[config.mk]
export PLATFORM = sky130hd
export DESIGN_NAME = load_use_stall_ctrl_flat
export DESIGN_NICKNAME = d
export VERILOG_FILES = /design/src/rtl/hazard_pkg.sv /design/src/rtl/load_use_stall_ctrl_if.sv /design/src/rtl/load_use_stall_ctrl_src_match.sv /design/src/rtl/load_use_stall_ctrl.sv /design/src/flat_wrapper.sv
export SDC_FILE = /design/constraint.sdc
export NUM_CORES = 1
export LEC_CHECK = 0
export CAP_MARGIN = 20
export CORE_MARGIN = 8
export CORE_UTILIZATION = 44
export CTS_CLUSTER_DIAMETER = 50
export DETAILED_ROUTE_END_ITERATION = 7
export PLACE_DENSITY = 0.84
export REMOVE_ABC_BUFFERS = 1
export SYNTH_ARGS = -nofsm -noshare
export SYNTH_HDL_FRONTEND = slang
export SYNTH_SLANG_ARGS = --single-unit
[constraint.sdc]
create_clock -name clk -period 6.1 [get_ports clk]
set_clock_uncertainty 0.15 [all_clocks]
set_input_delay 1.22 -clock clk [delete_from_list [all_inputs] [get_ports clk]]
set_output_delay 1.22 -clock clk [all_outputs]
set_load 0.02 [all_outputs]
[src/rtl/hazard_pkg.sv]
// Shared encodings for the load-use stall controller: forwarding selects, FSM states, select priority.
// Pure definitions: no latency, no flow control.
package hazard_pkg;

    localparam logic [1:0] FWD_RF    = 2'b00;
    localparam logic [1:0] FWD_EXMEM = 2'b01;
    localparam logic [1:0] FWD_MEMWB = 2'b10;
    localparam logic [1:0] FWD_WB    = 2'b11;

    typedef enum logic [1:0] {
        ST_RUN        = 2'b00,
        ST_LOAD_STALL = 2'b01,
        ST_MEM_WAIT   = 2'b10
    } state_e;

    // Youngest producer wins; a load in EX is never a forwarding source.
    function automatic logic [1:0] fwd_pick(input logic m_ex_alu, input logic m_mem, input logic m_wb);
        if (m_ex_alu)
            return FWD_EXMEM;
        else if (m_mem)
            return FWD_MEMWB;
        else if (m_wb)
            return FWD_WB;
        else
            return FWD_RF;
    endfunction

endpackage

[src/rtl/load_use_stall_ctrl_if.sv]
// ID/EX hazard bus: pipeline-stage register info in, stall/bubble/freeze/forward controls out.
// Combinational controls plus registered fwd_sel; the pipeline obeys freeze/stall, no handshake.
interface load_use_stall_ctrl_if #(
    parameter int NUM_SRC = 2,
    parameter int REG_AW  = 5
);
    logic [NUM_SRC*REG_AW-1:0] id_rs;
    logic [NUM_SRC-1:0]        id_rs_used;
    logic [REG_AW-1:0]         ex_rd;
    logic                      ex_reg_write;
    logic                      ex_is_load;
    logic [REG_AW-1:0]         mem_rd;
    logic                      mem_reg_write;
    logic [REG_AW-1:0]         wb_rd;
    logic                      wb_reg_write;
    logic                      dmem_busy;
    logic                      stall_front;
    logic                      bubble;
    logic                      freeze;
    logic [NUM_SRC*2-1:0]      fwd_sel;

    modport master (
        output id_rs, id_rs_used, ex_rd, ex_reg_write, ex_is_load,
               mem_rd, mem_reg_write, wb_rd, wb_reg_write, dmem_busy,
        input  stall_front, bubble, freeze, fwd_sel
    );

    modport slave (
        input  id_rs, id_rs_used, ex_rd, ex_reg_write, ex_is_load,
               mem_rd, mem_reg_write, wb_rd, wb_reg_write, dmem_busy,
        output stall_front, bubble, freeze, fwd_sel
    );
endinterface

[src/rtl/load_use_stall_ctrl_src_match.sv]
// Per-operand comparator of one ID source register against the EX/MEM/WB destinations.
// Purely combinational, zero latency, no flow control.
module src_match #(
    parameter int REG_AW = 5
) (
    input  logic [REG_AW-1:0] rs,
    input  logic              rs_used,
    input  logic [REG_AW-1:0] ex_rd,
    input  logic              ex_we,
    input  logic [REG_AW-1:0] mem_rd,
    input  logic              mem_we,
    input  logic [REG_AW-1:0] wb_rd,
    input  logic              wb_we,
    output logic              match_ex,
    output logic              match_mem,
    output logic              match_wb
);
    logic live;

    // x0 is hardwired zero, so it never depends on an in-flight write.
    assign live      = rs_used && (rs != '0);
    assign match_ex  = live && ex_we  && (ex_rd  == rs);
    assign match_mem = live && mem_we && (mem_rd == rs);
    assign match_wb  = live && wb_we  && (wb_rd  == rs);

endmodule

[src/rtl/load_use_stall_ctrl.sv]
// Load-use stall / freeze / forwarding controller beside ID/EX: stall_front, bubble, freeze same-cycle;
// fwd_sel registered, valid while the instruction sits in EX; dmem_busy freezes everything and holds all state.
module load_use_stall_ctrl
    import hazard_pkg::*;
#(
    parameter int NUM_SRC  = 2,
    parameter int REG_AW   = 5,
    parameter int LOAD_LAT = 1
) (
    input  logic                  clk,
    input  logic                  reset,
    load_use_stall_ctrl_if.slave  bus
);
    localparam logic [1:0] S_RUN        = ST_RUN;
    localparam logic [1:0] S_LOAD_STALL = ST_LOAD_STALL;
    localparam logic [1:0] S_MEM_WAIT   = ST_MEM_WAIT;
    localparam logic [1:0] CNT_INIT     = 2'(LOAD_LAT - 1);

    logic [NUM_SRC-1:0]   match_ex;
    logic [NUM_SRC-1:0]   match_mem;
    logic [NUM_SRC-1:0]   match_wb;

    logic [1:0]           state_q, state_d;
    logic [1:0]           cnt_q, cnt_d;
    logic                 ret_q, ret_d;
    logic [NUM_SRC*2-1:0] fwd_sel_q, fwd_sel_d;

    logic [1:0]           eff_state;
    logic                 load_hazard;
    logic                 stall;

    for (genvar i = 0; i < NUM_SRC; i++) begin : g_src
        src_match #(.REG_AW(REG_AW)) u_src_match (
            .rs        (bus.id_rs[i*REG_AW +: REG_AW]),
            .rs_used   (bus.id_rs_used[i]),
            .ex_rd     (bus.ex_rd),
            .ex_we     (bus.ex_reg_write),
            .mem_rd    (bus.mem_rd),
            .mem_we    (bus.mem_reg_write),
            .wb_rd     (bus.wb_rd),
            .wb_we     (bus.wb_reg_write),
            .match_ex  (match_ex[i]),
            .match_mem (match_mem[i]),
            .match_wb  (match_wb[i])
        );
    end

    assign load_hazard = bus.ex_is_load && (|match_ex);

    // MEM_WAIT only marks "frozen"; the first unfrozen cycle acts as the saved state.
    assign eff_state = (state_q == S_MEM_WAIT) ? (ret_q ? S_LOAD_STALL : S_RUN) : state_q;

    assign stall = !bus.dmem_busy &&
                   (((eff_state == S_RUN) && load_hazard) || (eff_state == S_LOAD_STALL));

    assign bus.freeze      = bus.dmem_busy;
    assign bus.stall_front = stall;
    assign bus.bubble      = stall;
    assign bus.fwd_sel     = fwd_sel_q;

    // cnt holds the bubbles still owed, counting the current LOAD_STALL cycle.
    always_comb begin
        state_d = state_q;
        cnt_d   = cnt_q;
        ret_d   = ret_q;
        if (bus.dmem_busy) begin
            if (state_q != S_MEM_WAIT) begin
                ret_d   = (state_q == S_LOAD_STALL);
                state_d = S_MEM_WAIT;
            end
        end else begin
            ret_d = 1'b0;
            case (eff_state)
                S_RUN: begin
                    state_d = S_RUN;
                    if (load_hazard && (CNT_INIT != 2'd0)) begin
                        state_d = S_LOAD_STALL;
                        cnt_d   = CNT_INIT;
                    end
                end
                S_LOAD_STALL: begin
                    if (cnt_q <= 2'd1) begin
                        state_d = S_RUN;
                        cnt_d   = 2'd0;
                    end else begin
                        state_d = S_LOAD_STALL;
                        cnt_d   = cnt_q - 2'd1;
                    end
                end
                default: begin
                    state_d = S_RUN;
                    cnt_d   = 2'd0;
                end
            endcase
        end
    end

    always_comb begin
        fwd_sel_d = fwd_sel_q;
        if (!bus.dmem_busy) begin
            if (stall) begin
                fwd_sel_d = '0;
            end else begin
                for (int i = 0; i < NUM_SRC; i++) begin
                    fwd_sel_d[i*2 +: 2] = fwd_pick(match_ex[i] && !bus.ex_is_load,
                                                   match_mem[i], match_wb[i]);
                end
            end
        end
    end

    always_ff @(posedge clk or negedge reset) begin
        if (!reset) begin
            state_q   <= S_RUN;
            cnt_q     <= 2'd0;
            ret_q     <= 1'b0;
            fwd_sel_q <= '0;
        end else begin
            state_q   <= state_d;
            cnt_q     <= cnt_d;
            ret_q     <= ret_d;
            fwd_sel_q <= fwd_sel_d;
        end
    end

endmodule

[src/flat_wrapper.sv]
// flat-port wrapper written by rule: the top's interface ports become plain ports
module load_use_stall_ctrl_flat import hazard_pkg::*;
#(
    parameter int NUM_SRC  = 2,
    parameter int REG_AW   = 5,
    parameter int LOAD_LAT = 1
)
  (clk, reset, bus_id_rs, bus_id_rs_used, bus_ex_rd, bus_ex_reg_write, bus_ex_is_load, bus_mem_rd, bus_mem_reg_write, bus_wb_rd, bus_wb_reg_write, bus_dmem_busy, bus_stall_front, bus_bubble, bus_freeze, bus_fwd_sel);
  load_use_stall_ctrl_if #(.NUM_SRC(NUM_SRC), .REG_AW(REG_AW)) bus_i ();
  input  logic clk;
  input  logic reset;
  input wire logic [$bits(bus_i.id_rs)-1:0] bus_id_rs;
  input wire logic [$bits(bus_i.id_rs_used)-1:0] bus_id_rs_used;
  input wire logic [$bits(bus_i.ex_rd)-1:0] bus_ex_rd;
  input wire logic [$bits(bus_i.ex_reg_write)-1:0] bus_ex_reg_write;
  input wire logic [$bits(bus_i.ex_is_load)-1:0] bus_ex_is_load;
  input wire logic [$bits(bus_i.mem_rd)-1:0] bus_mem_rd;
  input wire logic [$bits(bus_i.mem_reg_write)-1:0] bus_mem_reg_write;
  input wire logic [$bits(bus_i.wb_rd)-1:0] bus_wb_rd;
  input wire logic [$bits(bus_i.wb_reg_write)-1:0] bus_wb_reg_write;
  input wire logic [$bits(bus_i.dmem_busy)-1:0] bus_dmem_busy;
  output wire logic [$bits(bus_i.stall_front)-1:0] bus_stall_front;
  output wire logic [$bits(bus_i.bubble)-1:0] bus_bubble;
  output wire logic [$bits(bus_i.freeze)-1:0] bus_freeze;
  output wire logic [$bits(bus_i.fwd_sel)-1:0] bus_fwd_sel;
  assign bus_i.id_rs = bus_id_rs;
  assign bus_i.id_rs_used = bus_id_rs_used;
  assign bus_i.ex_rd = bus_ex_rd;
  assign bus_i.ex_reg_write = bus_ex_reg_write;
  assign bus_i.ex_is_load = bus_ex_is_load;
  assign bus_i.mem_rd = bus_mem_rd;
  assign bus_i.mem_reg_write = bus_mem_reg_write;
  assign bus_i.wb_rd = bus_wb_rd;
  assign bus_i.wb_reg_write = bus_wb_reg_write;
  assign bus_i.dmem_busy = bus_dmem_busy;
  assign bus_stall_front = bus_i.stall_front;
  assign bus_bubble = bus_i.bubble;
  assign bus_freeze = bus_i.freeze;
  assign bus_fwd_sel = bus_i.fwd_sel;
  load_use_stall_ctrl #(.NUM_SRC(NUM_SRC), .REG_AW(REG_AW), .LOAD_LAT(LOAD_LAT)) u_core (.clk(clk), .reset(reset), .bus(bus_i));
endmodule
==> summary.md <==
| Metric | Value |
|---|---|
| Post-route clock period utilization | `a little under nine tenths` |
| Post-CTS Setup Bufs | `0` |
| DRT antenna net count | `0` |
| Worst r2r path cells | `2` |
| Worst Path Arrival | `3.82 ns` |
| Core region area | `0.00194 mm2` |
| Crit-path most repeated cell | `clkdlybuf4s50_1` |
| Leak | `around 0.47 nW` |
| Worst-path clk slew | `0.05 ns` |
| Post_cts resized | `0` |
| Via/cell ratio | `between 5 and 6` |
| Post-synthesis compound-gate area fraction | `between 15 and 20%` |
| Die Y | `slightly above 60 um` |
| CTS Hold Bufs | `0` |
| Max-slew violation count | `0` |
| Worst Tran Pin Value | `around 0.53 ns` |
| Crit path cell chain | `clkdlybuf4s50_1 > xor2_1 > nor4_1 > nand3b_1 > a211oi_1 > o21ba_2 > clkdlybuf4s50_1` |
| Diode count | `0` |
| Min Tclk post-route | `5.19 ns` |
| CP max stage delay | `0.61 ns` |
| Max Clk Rate | `about 0.19 GHz` |
| P&R area growth vs syn | `48.1%` |
| Register area share after synthesis | `approximately a quarter` |
| Via Count | `approximately 880` |
| Crit start category | `input port` |
| CTS Root Cell | `clkbuf_4` |
| Library cells used by synthesis | `30` |
| Setup CP Type | `input port to output pin` |
| Worst Path Max Fanout | `5` |
| Fraction of synthesized area in multiplexers | `between 3 and 4%` |
| Drt wl/cell | `14.2 um` |
| Die area | `around 0.0038 mm2` |
| DRC viols | `0` |
| Slew HR | `64.6%` |
| Die X | `just over 60 um` |
| Simple-Gate Fraction of Synth Area | `23.3%` |
| Htree depth | `1` |
| Io pins | `a little over 40` |
| Starting Density | `46.5%` |
| TritonCTS clock tree | `built` |
| Setup TNS | `0 ns` |
| Post-Synth Adder-Cell Area | `0%` |
| Synth warn | `0` |
| Initial DRC count | `10` |
| Fin util | `between 60% and 70%` |
| Worst hold path class | `register to register` |
| Antenna violations before repair | `0` |
| Number of global-route vias before repair | `slightly below 1000` |
| Nets | `175` |
| Layout cells sized above 1 | `under 10%` |
| Worst vdd ir | `about 62 uV` |
| Clock Path Buffers | `2` |
| Largest family of logic cells by synthesized area | `XOR/XNOR gates` |
| Largest net degree at the start of global routing | `13` |
| Clk_lat worst skew | `0.26 ns` |
| Max_cap viols | `0` |
| RePlAce Congestion | `0.854` |
| FP Rows | `16` |
| First-pass DRT Iterations | `4` |
| CTS Buf Count | `3` |
| Avg Cell Area, Syn | `around 8.9 um2` |
| Crit path max-delay cell type | `clkdlybuf4s50_1` |
| Register bit total from synthesis | `9` |
| Setup crit end kind | `output pin` |
| Unrepaired setup endpoints after global routing | `no` |
| Run status | `finished clean` |
| Final Setup Violations | `0` |
| Cells after Synth | `roughly 100` |
| CTS sink cnt | `9` |
| Synthesized cell area | `903 um2` |
| Final wirelength | `2370 um` |
| Final-report hold violation count | `0` |
| Global-route wire length before repair | `between 3000 and 4000 um` |
| Post-DP HPWL | `around 2100 um` |
| Gr ovfl total | `0` |
| Worst Hold Depth | `2` |
| Power per cell area | `between 100 and 150 mW/mm2` |
| Critical Path RT | `4.73 ns` |
| XOR/XNOR share of the synthesized area | `between 20% and 30%` |
| Total Routing Usage GR | `approximately 13%` |
| I/O Buffers | `40` |
==> per-stage QoR <==
step                      power (mW)  hold slack [ns]  std cells  setup slack [ns]  cell area (um2)
after floorplan               0.0871            0.309         96              2.18              877
after global placement         0.123            0.322        163             0.991             1310
after detailed placement       0.124            0.326        163             0.872             1310
after CTS                      0.170            0.340        167             0.863             1340
after global routing           0.178            0.355        167             0.780             1340
final                          0.169            0.337        167             0.907             1340
==> cell usage after synthesis <==
cell type / n / share of area (%)
xnor2_1: 20 / 19
nand2_1: 10 / 4.2
xor2_1: 10 / 9.7
dfrtp_1: 9 / 25
nor2_1: 5 / 2.1
nand4_1: 4 / 2.8
o31ai_1: 4 / 3.3
clkbuf_1: 3 / 1.2
nand2b_1: 3 / 2.1
buf_4: 2 / 1.7
inv_1: 2 / 0.83
mux2i_1: 2 / 2.2
nand3b_1: 2 / 1.7
nand4b_1: 2 / 1.9
nor3_1: 2 / 1.1
nor3_2: 2 / 2.2
nor4_1: 2 / 1.4
o21ai_0: 2 / 1.1
o21ai_4: 2 / 3.6
o41a_1: 2 / 2.5
or4_4: 2 / 2.5
a211oi_1: 1 / 0.83
a21oi_1: 1 / 0.55
a31oi_1: 1 / 0.69
and2_1: 1 / 0.69
mux2_2: 1 / 1.2
nor2b_1: 1 / 0.69
o21a_1: 1 / 0.83
o21ba_2: 1 / 1.1
o221ai_1: 1 / 0.97
==> final cells by class <==
type                       instances  area [um2]
inverter                           2        7.51
sequential                         9         225
fill                             169         604
timing repair buffer              40         400
clock buffer                       4        26.3
multi-input combinational         85         644
tap                               27        33.8
==> worst paths after layout <==
kind | start | end | slack (ns)
max in group asynchronous | reset | u_core.bus.fwd_sel[0] | 4.40
worst min register to register | u_core.bus.fwd_sel[1] | u_core.bus.fwd_sel[1] | 0.34
min in group asynchronous | reset | u_core.state_q[0] | 1.10
worst max register to register | u_core.state_q[0] | u_core.bus.fwd_sel[2] | 4.68
worst max-delay path | bus_id_rs[6] | bus_bubble | 0.91
worst min-delay path | u_core.bus.fwd_sel[1] | u_core.bus.fwd_sel[1] | 0.34
==> per-layer routing <==
layer  vias to the layer above  GRT usage, %  share of wire (%)
met1                       397          14.3                 41
met5                         -             0                  0
li1                        435             -                  -
met2                        46          24.2                 48
met4                         0          4.98                1.2
met3                         3          4.18                 10
==> cell families (layout without fill, tap and decap cells) <==
logic type / after synthesis / count (layout)
XOR/XNOR: 30 / 30
multiplexers: 3 / 3
AND/OR/NAND/NOR: 36 / 36
flip-flops: 9 / 9
AO/OA/AOI/OAI: 16 / 16
buffers and inverters: 7 / 46
==> power by group <==
group / switching [mW] / internal, mW / leakage [nW] / total [mW]
combinational: 0.0264 / 0.0354 / 0.330 / 0.0618
clock: 0.0203 / 0.0252 / 0.0150 / 0.0455
sequential: 0.000729 / 0.0605 / 0.123 / 0.0613
total: 0.0474 / 0.121 / 0.469 / 0.169
==> placed cells by master, fill, tap and decap left out <==
cell             instances
xor2_1                  10
nor3_1                   2
nor3_2                   2
o21ai_4                  2
inv_1                    2
nor4_1                   2
clkbuf_4                 3
nand3b_1                 2
and2_1                   1
a211oi_1                 1
mux2_2                   1
o31ai_1                  4
nand4b_1                 2
a31oi_1                  1
a21oi_1                  1
nand4_1                  4
xnor2_1                 20
o21ai_0                  2
nand2_1                 10
o21ba_2                  1
nand2b_1                 3
nor2_1                   5
or4_4                    2
mux2i_1                  2
o221ai_1                 1
dfrtp_1                  9
o41a_1                   2
clkdlybuf4s50_1         40
o21a_1                   1
clkbuf_1                 1
nor2b_1                  1
==> state kept, by name, summed over array words and instances, names as in the netlist <==
name and cells:
u_core.bus.fwd_sel 4, u_core.cnt_q 2, u_core.state_q 2, u_core.ret_q 1
==> worst max-delay path: cells and delay by family <==
kind | cells | cell delay (ns)
AOI/OAI and AO/OA | 2 | 0.71
xor gates and xnor gates | 1 | 0.22
buffers and inverters | 2 | 1.16
and+or+nand+nor | 2 | 0.52
Power figures use the tool's default switching activity.
